--- src/rtl/input_conditioner_array.sv ---
// input_conditioner_array: N-channel sync/invert/debounce/press/release/held front end; INPUT_COND_AUTOREPEAT_EN adds press auto-repeat
module input_conditioner_array #(
  parameter int N_CH = 4,
  parameter int DEBOUNCE_CYC = 1_000_000,
  parameter int HOLD_CYC = 250_000_000,
  parameter logic [N_CH-1:0] INV_MASK = '0,
  parameter int REPEAT_CYC = 25_000_000
) (
  input  logic clk,
  input  logic rst,
  input  logic [N_CH-1:0] raw_in,
  output logic [N_CH-1:0] level,
  output logic [N_CH-1:0] press,
  output logic [N_CH-1:0] release_pulse,
  output logic [N_CH-1:0] held,
  output logic [N_CH-1:0] held_pulse
);
  localparam int DW = $clog2(DEBOUNCE_CYC + 1);
  localparam int HW = $clog2(HOLD_CYC + 1);
  typedef enum logic [1:0] {IDLE, PRESS, HELD} state_t;
  logic [N_CH-1:0] sync1, sync2, s;
  always_ff @(posedge clk) begin
    if (rst) begin
      sync1 <= INV_MASK;
      sync2 <= INV_MASK;
    end else begin
      sync1 <= raw_in;
      sync2 <= sync1;
    end
  end
  assign s = sync2 ^ INV_MASK;
  for (genvar g = 0; g < N_CH; g++) begin : g_ch
    logic [DW-1:0] cnt;
    logic [HW-1:0] hold_cnt;
    logic stable, stable_n, acc, rep, press_r, rel_r, hp_r;
    state_t state, state_n;
    assign acc = (s[g] != stable) && (cnt == DW'(DEBOUNCE_CYC - 1));
    assign stable_n = acc ? s[g] : stable;
    always_comb begin
      state_n = state;
      state_n = (state == IDLE) ? (stable_n ? PRESS : IDLE) :
                !stable_n ? IDLE :
                (state == PRESS && hold_cnt == HW'(HOLD_CYC - 1)) ? HELD : state;
    end
`ifdef INPUT_COND_AUTOREPEAT_EN
    localparam int RW = $clog2(REPEAT_CYC + 1);
    logic [RW-1:0] rep_cnt;
    assign rep = (state == HELD) && (state_n == HELD) && (rep_cnt == RW'(REPEAT_CYC - 1));
    always_ff @(posedge clk) begin
      if (rst)
        rep_cnt <= '0;
      else
        rep_cnt <= (state == HELD && state_n == HELD && !rep) ? rep_cnt + RW'(1) : '0;
    end
`else
    assign rep = 1'b0;
`endif
    always_ff @(posedge clk) begin
      if (rst) begin
        cnt <= '0;
        stable <= 1'b0;
        state <= IDLE;
        hold_cnt <= '0;
        press_r <= 1'b0;
        rel_r <= 1'b0;
        hp_r <= 1'b0;
      end else begin
        cnt <= (s[g] == stable || acc) ? '0 : cnt + DW'(1);
        stable <= stable_n;
        state <= state_n;
        hold_cnt <= (state == PRESS && state_n == PRESS) ? hold_cnt + HW'(1) : '0;
        press_r <= (stable_n & ~stable) | rep;
        rel_r <= ~stable_n & stable;
        hp_r <= (state_n == HELD) && (state != HELD);
      end
    end
    assign level[g] = stable;
    assign press[g] = press_r;
    assign release_pulse[g] = rel_r;
    assign held[g] = state == HELD;
    assign held_pulse[g] = hp_r;
  end
endmodule

--- config.mk ---
export PLATFORM = sky130hd
export DESIGN_NAME = input_conditioner_array
export DESIGN_NICKNAME = d
export VERILOG_FILES = /design/src/rtl/input_conditioner_array.sv
export SDC_FILE = /design/constraint.sdc
export NUM_CORES = 1
export LEC_CHECK = 0
export CORE_UTILIZATION = 47
export CTS_CLUSTER_DIAMETER = 150
export DETAILED_ROUTE_END_ITERATION = 10
export GPL_ROUTABILITY_DRIVEN = 1
export GPL_TIMING_DRIVEN = 0
export SYNTH_ARGS = -nofsm -noshare
export SYNTH_HDL_FRONTEND = slang
export SYNTH_SLANG_ARGS = --single-unit
--- constraint.sdc ---
create_clock -name clk -period 3.15 [get_ports clk]
set_input_delay 0.63 -clock clk [delete_from_list [all_inputs] [get_ports clk]]
set_output_delay 0.63 -clock clk [all_outputs]
set_load 0.005 [all_outputs]
=== Yosys cells after proc, flatten, opt, wreduce, memory -nomap -nowiden ===
Index checks and enable logic that the tools add are counted.

* Flip-flop bits (word level): 224
* Input port bits: 6
* Output and inout bits: 20
* Logic and storage cells: 146

* Add/subtract/negate cells: 8
* Equal/unequal tests: 36
* Mux-type cells: 20
* Bitwise operators: 20
* Reductions and logical operators: 32

{| class="wikitable"
|+ Operators by type and width
! operator !! count
|-
| $add A28 B1 Y28 const B || 4
|-
| $eq A28 B28 Y1 const B || 4
|-
| $add A20 B1 Y20 const B || 4
|-
| $eq A20 B20 Y1 const B || 4
|-
| $mux W2 || 12
|-
| $eq A2 B1 Y1 const B || 8
|-
| $eq A2 B2 Y1 const B || 8
|-
| $logic_and A1 B1 Y1 || 16
|-
| $reduce_or A2 Y1 || 8
|-
| $not A1 Y1 || 12
|-
| $and A1 B1 Y1 || 8
|-
| $logic_not A2 Y1 || 4
|-
| $mux W1 || 8
|-
| $ne A2 B2 Y1 const B || 4
|-
| $eq A1 B1 Y1 || 4
|-
| $logic_or A1 B1 Y1 || 4
|-
| $ne A1 B1 Y1 || 4
|}

=== Longest topological paths before layout ===
* Depth in word-level cells: 9
* Mapped depth: 8

=== Worst setup path after synthesis ===
Ideal clock, no wire load.

* Path type: reg2reg
* Start point: register g_ch[3].cnt[11]
* End point: register g_ch[3].hold_cnt[17]
* Data arrival time: 1,975 ps
* Path slack: 1,097 ps
* Stages on the path, launching flop included: 8
* Buffers on the path: 2
* Period minus slack after synthesis: 2,053 ps
* Cells stage by stage: dfxtp_1 > or4_1 > nor4_1 > and3_1 > buf_4 > mux2_4 > buf_6 > nor3_1

* Cells in the longest elaborated chain, start to end: 9
* Elaborated cells between the ends (all ways): 10
* Classes of those cells: 2 x eq/ne; 4 x mux; 1 x bitwise; 3 x reduce/logical

{| class="wikitable"
|+ Ends and longest elaborated chain
! what !! line !! RTL
|-
| start, declared || 33 || <nowiki>logic [DW-1:0] cnt;</nowiki>
|-
| start signal, assigned || 68 || <nowiki>cnt <= (s[g] == stable || acc) ? '0 : cnt + DW'(1);</nowiki>
|-
| $eq A20 B20 Y1 (*) || 37 || <nowiki>assign acc = (s[g] != stable) && (cnt == DW'(DEBOUNCE_CYC - 1));</nowiki>
|-
| $logic_and A1 B1 Y1 (*) || 37 ||
|-
| $mux W1 (*) || 38 || <nowiki>assign stable_n = acc ? s[g] : stable;</nowiki>
|-
| $mux W2 / $mux W1 (equally long branches) || 42, 41 ||
|-
| $mux W2 (*) || 41 || <nowiki>state_n = (state == IDLE) ? (stable_n ? PRESS : IDLE) :</nowiki>
|-
| $eq A2 B1 Y1 (*) || 71 || <nowiki>hold_cnt <= (state == PRESS && state_n == PRESS) ? hold_cnt + HW'(1) : '0;</nowiki>
|-
| $logic_and A1 B1 Y1 (*) || 71 ||
|-
| $not A1 Y1 (no source line) (*) || n/a ||
|-
| $reduce_or A2 Y1 (no source line) (*) || n/a ||
|-
| end signal, assigned || 71 ||
|-
| end, declared || 34 || <nowiki>logic [HW-1:0] hold_cnt;</nowiki>
|}

Mark *: on every way between the ends. The rest lies on a longest branch, timed or not.
A chain may end at the register's enable or synchronous reset.

=== Final worst setup path ===
* Start point: register g_ch[0].cnt[0]
* End point: register g_ch[0].cnt[10]

* Cells in the longest elaborated chain, start to end: 4
* Elaborated cells between the ends (all ways): 5
* Classes of those cells: 1 x add/sub; 1 x eq/ne; 3 x reduce/logical

{| class="wikitable"
|+ Ends and longest elaborated chain
! what !! line
|-
| start, declared || 33
|-
| start signal, assigned || 68
|-
| branches (longest 4 deep; another with $add A20 B1 Y20) || n/a
|}

Several ways; the timed one is not identified.

==> reports/metrics.cfg <==
[place]
hpwl_mm=12.9
place_congestion=0.801
port_buffers=24

[setup_path]
critPathKind=reg2reg
cp-end-kind=flop
crit_top_cell=nand2_1
max_stage_delay_ns=0.38
arrival_ns=2.77
cp_max_fo=10
r2r_slack_ns=0.77
crit_chain=ha_1, and4_1, nand2_1, or3_1, clkbuf_1, nand2_1, buf_2, nor2_1
slowest_stage=or3_1
required_ns=3.54
setup.worst_path.start_class=flop

[routing]
via_per_inst=5.09
drtIter0Drc=329
dr.pass1.iters=4
wl_mm=18.6
drcViolationCount=0
antenna_left=0
wl_per_cell_um=13.1
vias=7247

[cts]
path_clk_slew_ns=0.06
holdBufCountCts=0
cts-htree-levels=1
clkSinkCount=224
clockBufferDepth=3
postCtsSetupBuffers=0
post_cts.resized_instances=0
cts_buffers=25
clk_latency_ns=0.50
tritoncts=yes
cts_root_buffer=clkbuf_16

[grt]
met1_usage_pct=25.6
met2_usage_pct=28.5
grt_use_total_pct=17.9
use_met3_pct=2.84
grt_pass1_wl_mm=32.7
grt_pass1_vias=6918
grt_most_used_layer=met2
grt_start_max_net_pins=13
gr-total-overflow=0
antenna_found_initial=0

[final_layout]
finalNetCount=1153
fillers=1879
area_growth_pct=13.6
seqCellArea_mm2=0.00448
diodes=0
multiInputGateArea_mm2=0.00495
fin_util_pct=54.7
drive_gt1_share_pct=7.45

[floorplan]
io_pins=26
core-area_mm2=0.0203
start_util_pct=48.1
die-area_mm2=0.0214
die_h_um=146
rows=52
chipWidth_um=146

[timing]
finalCriticalPeriod_ns=2.38
slew_viol_final=0
tightest_slew_ns=0.864
finClkSkew_ns=0.00536
rsz0062_at_grt=false
setup-violations-final=0
fmax_mhz=420
fin_crit_sh_pct=75.6
setup_tns_ns=0
hold_viol=0
slew_headroom_pct=41.9

[synthesis]
async_reset_ff_share_pct=0
syn_area_mm2=0.00977
synthCells=1088
synth_flop_cell=dfxtp_1
synth_warnings=0
synth-edff-count=0
avgSynthCellArea_um2=8.98
yosysUniqueCellTypes=48
synth_nets=1102
synth-seq-cells=224
ys_seq_area_share_pct=45.9

[power]
p_leak_nw=3.56
p_per_area_mw_per_mm2=500
ir_drop_v=0.000427

[hold_path]
hold_class=reg2reg

[run]
drv_cap=0

[run_status]
outcome=finished clean

## layout by cell type (no fill, tap or decap), types with 8 or more instances in the layout
master	synthesis	final
clkbuf_16	0	25
and3_1	25	25
clkbuf_1	13	22
nand3_1	78	78
inv_1	14	14
dfxtp_1	224	224
ha_1	8	8
xor2_1	111	111
buf_4	21	21
buf_2	8	8
nand4_1	54	54
nor4_1	20	20
clkdlybuf4s50_1	0	24
nor2b_1	12	12
and2_1	12	12
xnor2_1	66	66
nand2_1	62	62
nor2_1	199	199
nor4b_1	9	9
nor3_1	62	62
and4_1	18	18
## cell usage after synthesis (12+ instances only)
library cell  number  area [µm²]
dfxtp_1          224        4480
nor2_1           199         747
xor2_1           111         972
nand3_1           78         390
xnor2_1           66         578
nand2_1           62         233
nor3_1            62         310
nand4_1           54         338
and3_1            25         156
buf_4             21         158
nor4_1            20         125
and4_1            18         158
inv_1             14        52.6
clkbuf_1          13        48.8
and2_1            12        75.1
nor2b_1           12        75.1
## registers in the layout (all words and copies together), names as in the netlist
| name | cells |
|---|---|
| g_ch.hold_cnt | 112 |
| g_ch.cnt | 80 |
| g_ch.state | 8 |
| g_ch.hp_r | 4 |
| g_ch.press_r | 4 |
| g_ch.rel_r | 4 |
| g_ch.stable | 4 |
| s | 4 |
| sync1 | 4 |
## critical path: cells and delay by family (launching register included)
kind | cells | cell delay [ns]
and+or+nand+nor | 5 | 1.16
adders and majority gates | 1 | 0.25
DFF | 1 | 0.37
buffers and inverters | 2 | 0.48
## metal layers
layer  wire (µm)  part of all wire, %  vias to the layer above
met5           0                    0                        -
met4         332                  1.8                        0
met3         556                  3.0                       25
met2        8090                   43                       72
met1        9650                   52                     3333
li1            -                    -                     3817
## logic make-up (layout without fill, tap and decap cells)
logic type	count (synthesis)	count (layout)	share of synthesized area, %
flip-flops	224	224	45.9
multiplexers	5	5	0.576
AND/OR/NAND/NOR	601	601	32.2
AO/OA/AOI/OAI	13	13	0.961
XOR/XNOR	177	177	15.9
adder cells (fa/ha/maj)	8	8	1.02
buffers and inverters	60	126	3.46
## stage by stage
stage | hold slack (ns) | setup WS, ns | cells | power, mW | area (µm²)
after CTS | 0.443 | 0.772 | 1424 | 5.64 | 11100
after global routing | 0.468 | 0.512 | 1424 | 5.75 | 11100
after global placement | 0.426 | 0.558 | 1382 | 2.94 | 10300
after detailed placement | 0.427 | 0.551 | 1382 | 2.94 | 10300
final | 0.441 | 0.769 | 1424 | 5.55 | 11100
after floorplan | 0.414 | 1.10 | 1088 | 2.93 | 9770
## power by group
group / internal (mW) / switching (mW)
logic: 0.0135 / 0.0214
registers: 2.84 / 0.00510
clock network: 1.59 / 1.08
total: 4.45 / 1.11
## cell type report
cell class | instances | area share [%]
Clock buffer | 40 | 6.68
Tap cell | 270 | 3.04
Buffer | 46 | 2.57
Sequential cell | 224 | 40.4
Inverter | 14 | 0.473
Multi-Input combinational cell | 804 | 44.6
Clock inverter | 2 | 0.113
Timing Repair Buffer | 24 | 2.16
## path summary, 6_finish.rpt
path,start,end,cells past startpoint
hold / removal,sync1[0],s[0],1
setup / recovery,g_ch[0].cnt[0],g_ch[0].cnt[10],8
hold reg to reg,sync1[0],s[0],1
setup reg to reg,g_ch[0].cnt[0],g_ch[0].cnt[10],8
Power figures use the tool's default switching activity.
